<file path="config.mk">
export PLATFORM = sky130hd
export DESIGN_NAME = cpu_ctrl_flat
export DESIGN_NICKNAME = d
export VERILOG_FILES = /design/src/rtl/cpu_pkg.sv /design/src/rtl/cpu_ctrl_if.sv /design/src/rtl/regfile4x4.sv /design/src/rtl/cpu_ctrl.sv /design/src/flat_wrapper.sv
export SDC_FILE = /design/constraint.sdc
export NUM_CORES = 1
export LEC_CHECK = 0
export BUFFER_PORTS_ARGS = -buffer_cell sky130_fd_sc_hd__buf_2
export CAP_MARGIN = 20
export CELL_PAD_IN_SITES_DETAIL_PLACEMENT = 2
export CELL_PAD_IN_SITES_GLOBAL_PLACEMENT = 2
export CORE_ASPECT_RATIO = 1.25
export CORE_MARGIN = 1
export CORE_UTILIZATION = 40
export CTS_CLUSTER_DIAMETER = 60
export DETAILED_ROUTE_END_ITERATION = 7
export PLACE_DENSITY_LB_ADDON = 0.1
export SLEW_MARGIN = 20
export SYNTH_ARGS = -nofsm -noshare
export SYNTH_HDL_FRONTEND = slang
export SYNTH_SLANG_ARGS = --single-unit
</file>
<file path="constraint.sdc">
create_clock -name clk -period 2.6 [get_ports clk]
set_input_delay 0.13 -clock clk [delete_from_list [all_inputs] [get_ports clk]]
set_output_delay 0.13 -clock clk [all_outputs]
set_load 0.005 [all_outputs]
</file>
<file path="src/rtl/cpu_pkg.sv">
// Shared definitions for the 4-bit processor: opcodes, controller states and
// instruction field layout.
package cpu_pkg;

    localparam int INSTR_W = 12;
    localparam int DATA_W  = 4;

    localparam logic [2:0] OP_NOP  = 3'b000;
    localparam logic [2:0] OP_ADD  = 3'b001;
    localparam logic [2:0] OP_SUB  = 3'b010;
    localparam logic [2:0] OP_AND  = 3'b011;
    localparam logic [2:0] OP_OR   = 3'b100;
    localparam logic [2:0] OP_LDI  = 3'b101;
    localparam logic [2:0] OP_HALT = 3'b110;
    localparam logic [2:0] OP_ILL  = 3'b111;

    typedef enum logic [2:0] {
        IDLE,
        FETCH,
        DECODE,
        EXEC,
        WB,
        HALT
    } state_t;

    // imm overlaps rb; which field is meaningful depends on the opcode
    localparam int OP_MSB  = 11;
    localparam int OP_LSB  = 9;
    localparam int RD_MSB  = 8;
    localparam int RD_LSB  = 7;
    localparam int RA_MSB  = 6;
    localparam int RA_LSB  = 5;
    localparam int RB_MSB  = 4;
    localparam int RB_LSB  = 3;
    localparam int IMM_MSB = 3;
    localparam int IMM_LSB = 0;

    function automatic logic is_alu_op(input logic [2:0] op);
        return op inside {OP_ADD, OP_SUB, OP_AND, OP_OR};
    endfunction

    function automatic logic writes_rd(input logic [2:0] op);
        return is_alu_op(op) || (op == OP_LDI);
    endfunction

endpackage

</file>
<file path="src/rtl/cpu_ctrl_if.sv">
// Instruction-fetch handshake and ALU operand/opcode bus between the
// controller (master) and the memory/ALU side (slave).
interface cpu_ctrl_if #(
    parameter int IMEM_AW = 4
);
    logic               imem_req;
    logic [IMEM_AW-1:0] imem_addr;
    logic               imem_valid;
    logic [11:0]        imem_data;
    logic [3:0]         alu_a;
    logic [3:0]         alu_b;
    logic [2:0]         alu_op;
    logic [3:0]         alu_result;

    modport master (
        output imem_req, imem_addr, alu_a, alu_b, alu_op,
        input  imem_valid, imem_data, alu_result
    );

    modport slave (
        input  imem_req, imem_addr, alu_a, alu_b, alu_op,
        output imem_valid, imem_data, alu_result
    );
endinterface

</file>
<file path="src/rtl/regfile4x4.sv">
// Four 4-bit registers: one synchronous write port, three combinational read
// ports (two operands plus debug).
module regfile4x4
    import cpu_pkg::*;
(
    input  logic              clk,
    input  logic              rst,
    input  logic              we,
    input  logic [1:0]        wa,
    input  logic [DATA_W-1:0] wd,
    input  logic [1:0]        ra_sel,
    input  logic [1:0]        rb_sel,
    input  logic [1:0]        dbg_sel,
    output logic [DATA_W-1:0] ra_data,
    output logic [DATA_W-1:0] rb_data,
    output logic [DATA_W-1:0] dbg_data
);

    logic [DATA_W-1:0] regs [4];

    // NOTE: the array sits in the reset branch because the processor must come
    // out of reset with R0-R3 at zero; that keeps it as flops, not a RAM macro.
    always_ff @(posedge clk or posedge rst) begin
        if (rst) begin
            for (int i = 0; i < 4; i++) begin
                regs[i] <= '0;
            end
        end else if (we) begin
            regs[wa] <= wd;
        end
    end

    assign ra_data  = regs[ra_sel];
    assign rb_data  = regs[rb_sel];
    assign dbg_data = regs[dbg_sel];

endmodule

</file>
<file path="src/rtl/cpu_ctrl.sv">
// Fetch/decode/execute/write-back sequencer for the 4-bit processor; owns the
// PC, the register file, the retired counter and the halt/illegal status.
module cpu_ctrl
    import cpu_pkg::*;
#(
    parameter int IMEM_AW = 4,
    parameter int RET_W   = 8
) (
    input  logic               clk,
    input  logic               rst,
    input  logic               start,
    cpu_ctrl_if.master         bus,
    input  logic [1:0]         dbg_sel,
    output logic [DATA_W-1:0]  dbg_data,
    output logic               busy,
    output logic               halted,
    output logic               illegal,
    output logic [RET_W-1:0]   retired,
    output logic [IMEM_AW-1:0] pc
);

    state_t             state;
    logic [INSTR_W-1:0] ir;
    logic [DATA_W-1:0]  res;
    logic [DATA_W-1:0]  alu_a_q;
    logic [DATA_W-1:0]  alu_b_q;
    logic [2:0]         alu_op_q;
    logic               imem_req_q;

    logic [2:0]         op;
    logic [1:0]         rd;
    logic [1:0]         ra;
    logic [1:0]         rb;
    logic [DATA_W-1:0]  imm;
    logic [DATA_W-1:0]  ra_data;
    logic [DATA_W-1:0]  rb_data;
    logic               rf_we;

    assign op  = ir[OP_MSB:OP_LSB];
    assign rd  = ir[RD_MSB:RD_LSB];
    assign ra  = ir[RA_MSB:RA_LSB];
    assign rb  = ir[RB_MSB:RB_LSB];
    assign imm = ir[IMM_MSB:IMM_LSB];

    // Writes only land in WB, so a reset anywhere earlier leaves no partial update
    assign rf_we = (state == WB) && writes_rd(op);

    regfile4x4 u_regfile (
        .clk      (clk),
        .rst      (rst),
        .we       (rf_we),
        .wa       (rd),
        .wd       (res),
        .ra_sel   (ra),
        .rb_sel   (rb),
        .dbg_sel  (dbg_sel),
        .ra_data  (ra_data),
        .rb_data  (rb_data),
        .dbg_data (dbg_data)
    );

    // NOTE: every flop here uses <= so all branches see the pre-edge values of
    // state, ir and pc regardless of statement order.
    always_ff @(posedge clk or posedge rst) begin
        if (rst) begin
            state      <= IDLE;
            pc         <= '0;
            ir         <= '0;
            res        <= '0;
            alu_a_q    <= '0;
            alu_b_q    <= '0;
            alu_op_q   <= OP_NOP;
            imem_req_q <= 1'b0;
            busy       <= 1'b0;
            halted     <= 1'b0;
            illegal    <= 1'b0;
            retired    <= '0;
        end else begin
            case (state)
                IDLE: begin
                    if (start) begin
                        state      <= FETCH;
                        imem_req_q <= 1'b1;
                        busy       <= 1'b1;
                    end
                end
                FETCH: begin
                    if (bus.imem_valid) begin
                        ir         <= bus.imem_data;
                        state      <= DECODE;
                        imem_req_q <= 1'b0;
                    end
                end
                DECODE: begin
                    if (op == OP_HALT) begin
                        state  <= HALT;
                        busy   <= 1'b0;
                        halted <= 1'b1;
                    end else begin
                        alu_a_q  <= ra_data;
                        alu_b_q  <= rb_data;
                        alu_op_q <= is_alu_op(op) ? op : OP_NOP;
                        state    <= EXEC;
                        if (op == OP_ILL) begin
                            illegal <= 1'b1;
                        end
                    end
                end
                EXEC: begin
                    res      <= (op == OP_LDI) ? imm : bus.alu_result;
                    alu_op_q <= OP_NOP;
                    state    <= WB;
                end
                WB: begin
                    pc         <= pc + 1'b1;
                    retired    <= retired + 1'b1;
                    state      <= FETCH;
                    imem_req_q <= 1'b1;
                end
                HALT: begin
                    state <= HALT;
                end
                default: begin
                    state      <= IDLE;
                    imem_req_q <= 1'b0;
                    alu_op_q   <= OP_NOP;
                    busy       <= 1'b0;
                end
            endcase
        end
    end

    assign bus.imem_req  = imem_req_q;
    assign bus.imem_addr = pc;
    assign bus.alu_a     = alu_a_q;
    assign bus.alu_b     = alu_b_q;
    assign bus.alu_op    = alu_op_q;

endmodule

</file>
<file path="src/flat_wrapper.sv">
// flat-port wrapper written by rule: the top's interface ports become plain ports
module cpu_ctrl_flat import cpu_pkg::*;
#(
    parameter int IMEM_AW = 4,
    parameter int RET_W   = 8
)
  (clk, rst, start, dbg_sel, dbg_data, busy, halted, illegal, retired, pc, bus_imem_req, bus_imem_addr, bus_alu_a, bus_alu_b, bus_alu_op, bus_imem_valid, bus_imem_data, bus_alu_result);
  cpu_ctrl_if #(.IMEM_AW(IMEM_AW)) bus_i ();
  input  logic clk;
  input  logic rst;
  input  logic start;
  input  logic [1:0] dbg_sel;
  output logic [DATA_W-1:0] dbg_data;
  output logic busy;
  output logic halted;
  output logic illegal;
  output logic [RET_W-1:0] retired;
  output logic [IMEM_AW-1:0] pc;
  output wire logic [$bits(bus_i.imem_req)-1:0] bus_imem_req;
  output wire logic [$bits(bus_i.imem_addr)-1:0] bus_imem_addr;
  output wire logic [$bits(bus_i.alu_a)-1:0] bus_alu_a;
  output wire logic [$bits(bus_i.alu_b)-1:0] bus_alu_b;
  output wire logic [$bits(bus_i.alu_op)-1:0] bus_alu_op;
  input wire logic [$bits(bus_i.imem_valid)-1:0] bus_imem_valid;
  input wire logic [$bits(bus_i.imem_data)-1:0] bus_imem_data;
  input wire logic [$bits(bus_i.alu_result)-1:0] bus_alu_result;
  assign bus_imem_req = bus_i.imem_req;
  assign bus_imem_addr = bus_i.imem_addr;
  assign bus_alu_a = bus_i.alu_a;
  assign bus_alu_b = bus_i.alu_b;
  assign bus_alu_op = bus_i.alu_op;
  assign bus_i.imem_valid = bus_imem_valid;
  assign bus_i.imem_data = bus_imem_data;
  assign bus_i.alu_result = bus_alu_result;
  cpu_ctrl #(.IMEM_AW(IMEM_AW), .RET_W(RET_W)) u_core (.clk(clk), .rst(rst), .start(start), .bus(bus_i), .dbg_sel(dbg_sel), .dbg_data(dbg_data), .busy(busy), .halted(halted), .illegal(illegal), .retired(retired), .pc(pc));
endmodule
</file>
==> results by stage <==
Run status:
- The run finished with clean final reports.

Yosys:
- For this run, the number of Yosys warnings is 0.
- The cell area after synthesis is slightly below 0.003 mm².
- Synthesis handed over a netlist of ~210 instances.
- The number of enable-type register cells in the synthesized netlist is 0.
- A synthesized cell averages ~14 µm².
- The flip-flop and latch count after synthesis is 62.
- The net count of the mapped netlist is 235.
- The biggest area contributor in the post-synthesis netlist is sky130_fd_sc_hd__dfrtp_1.
- Of the synthesized area, sequential elements account for 0.531.
- After synthesis, the netlist uses 39 different library cells.
- After synthesis, the share of flip-flops with an asynchronous set or reset is 1.00.
- The share of Yosys cell area claimed by the top area cell type is 0.531.
- After synthesis, the cell types taking the most area are sky130_fd_sc_hd__dfrtp_1, sky130_fd_sc_hd__mux2_2, sky130_fd_sc_hd__mux4_2, sky130_fd_sc_hd__xnor2_1, sky130_fd_sc_hd__mux2_4.
- The most used flip-flop cell after synthesis is sky130_fd_sc_hd__dfrtp_1.

Global route:
- The initial antenna violation count was 0.
- The largest net degree at the start of global routing is 29.
- The first global-routing pass estimated 11,700 µm of wire.
- In the global route stage, overall resource usage came out at 0.205.
- The overall overflow remaining after global route is 0.
- The via count of the first global-routing pass is 2,266.

Floorplan:
- In this run the horizontal extent of the chip is 78.5 µm.
- The region available for standard cell placement spans 0.00702 mm².
- In this run the count of I/O pins placed on the die edge is 57.
- From bottom edge to top edge, the die measures 97.6 µm.
- The effective utilization at floorplan is 0.417.
- After floorplanning, the core was divided into 34 placement rows.
- The area of the die is between 0.007 and 0.008 mm².

Pwr:
- The worst-case vdd ir drop is 0.457 mV.
- In this run the power density over the cells is between 1000 and 1500 mW/mm².
- The cell leakage power is about 1.7 nW.

CTS:
- CTS saw 62 sinks.
- The clock-pin transition on the worst setup and hold timing paths is 0.07 ns.
- The CTS tree is done.
- Buffers added to address setup during post-CTS repair amount to 0.
- The clock tree root buffer cell is sky130_fd_sc_hd__clkbuf_8.
- The number of clock buffers added by TritonCTS is 9.
- The number of resized instances in the post-cts repair step is 0.
- The number of H-tree levels is 3.
- Clock latency on the worst-skew pair, taken at its later pin, is 0.34 ns.
- The longest clock path from root to sink contains 2 buffers.

Worst setup path:
- The arrival time reported for the critical path endpoint is 2.02 ns.
- The worst setup path is captured at a flip-flop.
- The worst setup path is launched from a flip-flop.
- The setup slack on the worst flop-to-flop path is 0.80 ns.
- At the worst endpoint, the required time is around 2.8 ns.
- Of all nets on the critical path, the largest fanout is 14.
- The setup path with the least slack is of type reg2reg.

STA:
- In this run the tightest slew margin relative to its limit is 0.576.
- The final setup TNS is 0 ns.
- Setup violations remaining at the end of the flow were counted as 0.
- The clock skew after layout is 0.00683 ns.
- Setup repair after global routing left no endpoint under its margin.
- Dividing the final minimum period by the clock period gives 0.692.
- Timing would allow up to roughly 0.56 GHz.
- The worst path in the final design needs a cycle of 1.80 ns, including I/O delays and setup.
- The number of pins exceeding their max-slew limit in the final report is 0.
- The count of endpoints failing hold in the final timing report is 0.
- At the pin with the least slew margin, the transition time is 0.636 ns.

Placement:
- The final weighted congestion of routability-driven global placement is 0.695.
- The quantity of I/O buffers inserted on ports is 56.
- The placed instances occupy a cell area of roughly 0.0033 mm².
- The number of instances in the placed design is 350.
- The placed wire-length estimate after detailed placement is between 5000 and 6000 µm.

Final layout:
- For this run, the number of standard cells in the final layout without fillers is 367.
- The share of layout cells above drive strength 1 is 0.469.
- At the end of the flow, the number of nets in the layout was around 300.
- The final standard cell utilization of the core is 0.498.
- Fill cells in the final layout number 705.
- The repair_antennas step left the layout with diodes totalling 0.
- From synthesis to final layout, the design area changed by 19.5%.
- After routing the design area is roughly 0.0035 mm².

Drt:
- Summing over every cut layer, the via total after detailed routing is between 1,500 and 2,000.
- The count of TritonRoute iterations in the first routing pass is 4.
- The per-cell via count in the routed design is 5.41.
- After detailed routing, the number of remaining DRC violations is 0.
- The aggregate routed wire length is 6950 µm.
- After detailed routing, the average wire length per cell comes to 18.9 µm.
- Once detail routing completed, the nets flagged for antenna violations numbered 0.
- For this block, the initial DRC count from the detailed router was 93.

Hold path:
- The path class of the lowest-slack min-delay path is in2reg.

Flow run:
- The total of max-cap violations is 0.
layout by cell type, fill, tap and decap left out, types with 2 or more instances in the layout:
master,Yosys,layout
sky130_fd_sc_hd__clkbuf_8,0,10
sky130_fd_sc_hd__and3_1,2,2
sky130_fd_sc_hd__mux2_4,4,4
sky130_fd_sc_hd__mux2_2,33,33
sky130_fd_sc_hd__xor2_1,3,3
sky130_fd_sc_hd__ha_1,2,2
sky130_fd_sc_hd__nand2_1,15,15
sky130_fd_sc_hd__a221oi_1,2,2
sky130_fd_sc_hd__nand4_1,8,8
sky130_fd_sc_hd__xnor2_1,8,8
sky130_fd_sc_hd__mux2i_1,4,4
sky130_fd_sc_hd__mux4_2,12,12
sky130_fd_sc_hd__clkinv_2,0,3
sky130_fd_sc_hd__nor2_1,2,2
sky130_fd_sc_hd__inv_1,4,3
sky130_fd_sc_hd__o21ai_0,8,8
sky130_fd_sc_hd__dfrtp_1,62,62
sky130_fd_sc_hd__nand3b_1,5,5
sky130_fd_sc_hd__nor2b_1,5,5
sky130_fd_sc_hd__a21oi_1,4,4
sky130_fd_sc_hd__buf_2,5,56
sky130_fd_sc_hd__buf_4,4,4
timing repair:
action | 4_1_cts | 5_1_grt
endpoints found under the setup margin | 0 | 0
hold buffers | 1 | 0
endpoints found under the hold margin | 26 | 0
sequential cells by signal, summed over array words and instances, names as in the netlist:
name / count
u_core.u_regfile.regs: 16
u_core.bus.alu_b: 4
u_core.res: 4
u_core.state: 3
u_core.retired: 8
u_core.bus.imem_addr: 4
u_core.bus.alu_op: 3
u_core.bus.imem_req: 1
u_core.busy: 1
u_core.bus.alu_a: 4
u_core.illegal: 1
u_core.ir: 12
u_core.halted: 1
synthesized netlist by cell type, types with 2 or more instances:
cell type	number
sky130_fd_sc_hd__buf_2	5
sky130_fd_sc_hd__ha_1	2
sky130_fd_sc_hd__mux4_2	12
sky130_fd_sc_hd__buf_4	4
sky130_fd_sc_hd__nand4_1	8
sky130_fd_sc_hd__inv_1	4
sky130_fd_sc_hd__o21ai_0	8
sky130_fd_sc_hd__mux2i_1	4
sky130_fd_sc_hd__nand2_1	15
sky130_fd_sc_hd__a221oi_1	2
sky130_fd_sc_hd__nand3b_1	5
sky130_fd_sc_hd__a21oi_1	4
sky130_fd_sc_hd__nor2b_1	5
sky130_fd_sc_hd__mux2_2	33
sky130_fd_sc_hd__mux2_4	4
sky130_fd_sc_hd__nor2_1	2
sky130_fd_sc_hd__dfrtp_1	62
sky130_fd_sc_hd__xnor2_1	8
sky130_fd_sc_hd__xor2_1	3
sky130_fd_sc_hd__and3_1	2
logic make-up after synthesis:
kind of cell,count (synthesis),share of synthesized area
AND/OR/NAND/NOR,46,0.0993
multiplexers,53,0.254
buffers and inverters,15,0.0265
XOR/XNOR,11,0.0330
adder cells (fa/ha/maj),2,0.00856
AO/OA/AOI/OAI,22,0.0484
flip-flops,62,0.531
final timing paths:
kind                       cells after the start                  endpoint              start
setup reg to reg                               2              u_core.ir[5]    u_core.state[2]
hold reg to reg                                1         u_core.retired[7]  u_core.retired[7]
max in group asynchronous                      4             u_core.res[0]                rst
hold / removal                                 3             u_core.ir[10]  bus_imem_data[10]
setup / recovery                               2              u_core.ir[5]    u_core.state[2]
min in group asynchronous                      3  u_core.u_regfile.regs[7]                rst
where the power goes:
part	total [mW]	switching [mW]	internal (mW)	leakage, nW
Clock	0.850	0.385	0.465	0.102
Combinational	1.42	0.559	0.862	0.778
Sequential	1.91	0.538	1.38	0.792
Total	4.18	1.48	2.70	1.67
per-layer routing:
layer | share of wire | up-vias | GRT usage
li1 | - | 904 | -
met1 | 0.42 | 1038 | 0.243
met2 | 0.54 | 39 | 0.362
met3 | 0.028 | 6 | 0.0432
met4 | 0.010 | 0 | 0.0726
met5 | 0 | - | 0
critical path, cell delays in order (launching register included):
cell	delay [ns]
sky130_fd_sc_hd__dfrtp_1	0.53
sky130_fd_sc_hd__and4bb_1	0.74
sky130_fd_sc_hd__mux2_2	0.41
stage by stage:
stage | worst slack [ns] | hold slack [ns] | power (mW)
detailed placement | 0.770 | 0.265 | 3.37
floorplan | 0.929 | 0.247 | 2.83
global placement | 0.840 | 0.247 | 3.25
global route | 0.667 | 0.0128 | 4.48
finish | 0.801 | 0.0168 | 4.18
CTS | 0.757 | 0.00414 | 4.26
final cells by class:
type / count / area [µm²] / share of cell area
Multi-Input combinational cell: 134 / 1290 / 0.371
Tap cell: 90 / 113 / 0.0322
Clock buffer: 10 / 138 / 0.0394
Timing Repair Buffer: 61 / 320 / 0.0917
Inverter: 4 / 15.0 / 0.00430
Sequential cell: 62 / 1550 / 0.444
Clock inverter: 6 / 61.3 / 0.0176
No activity file was read; power rests on OpenSTA's default activity.
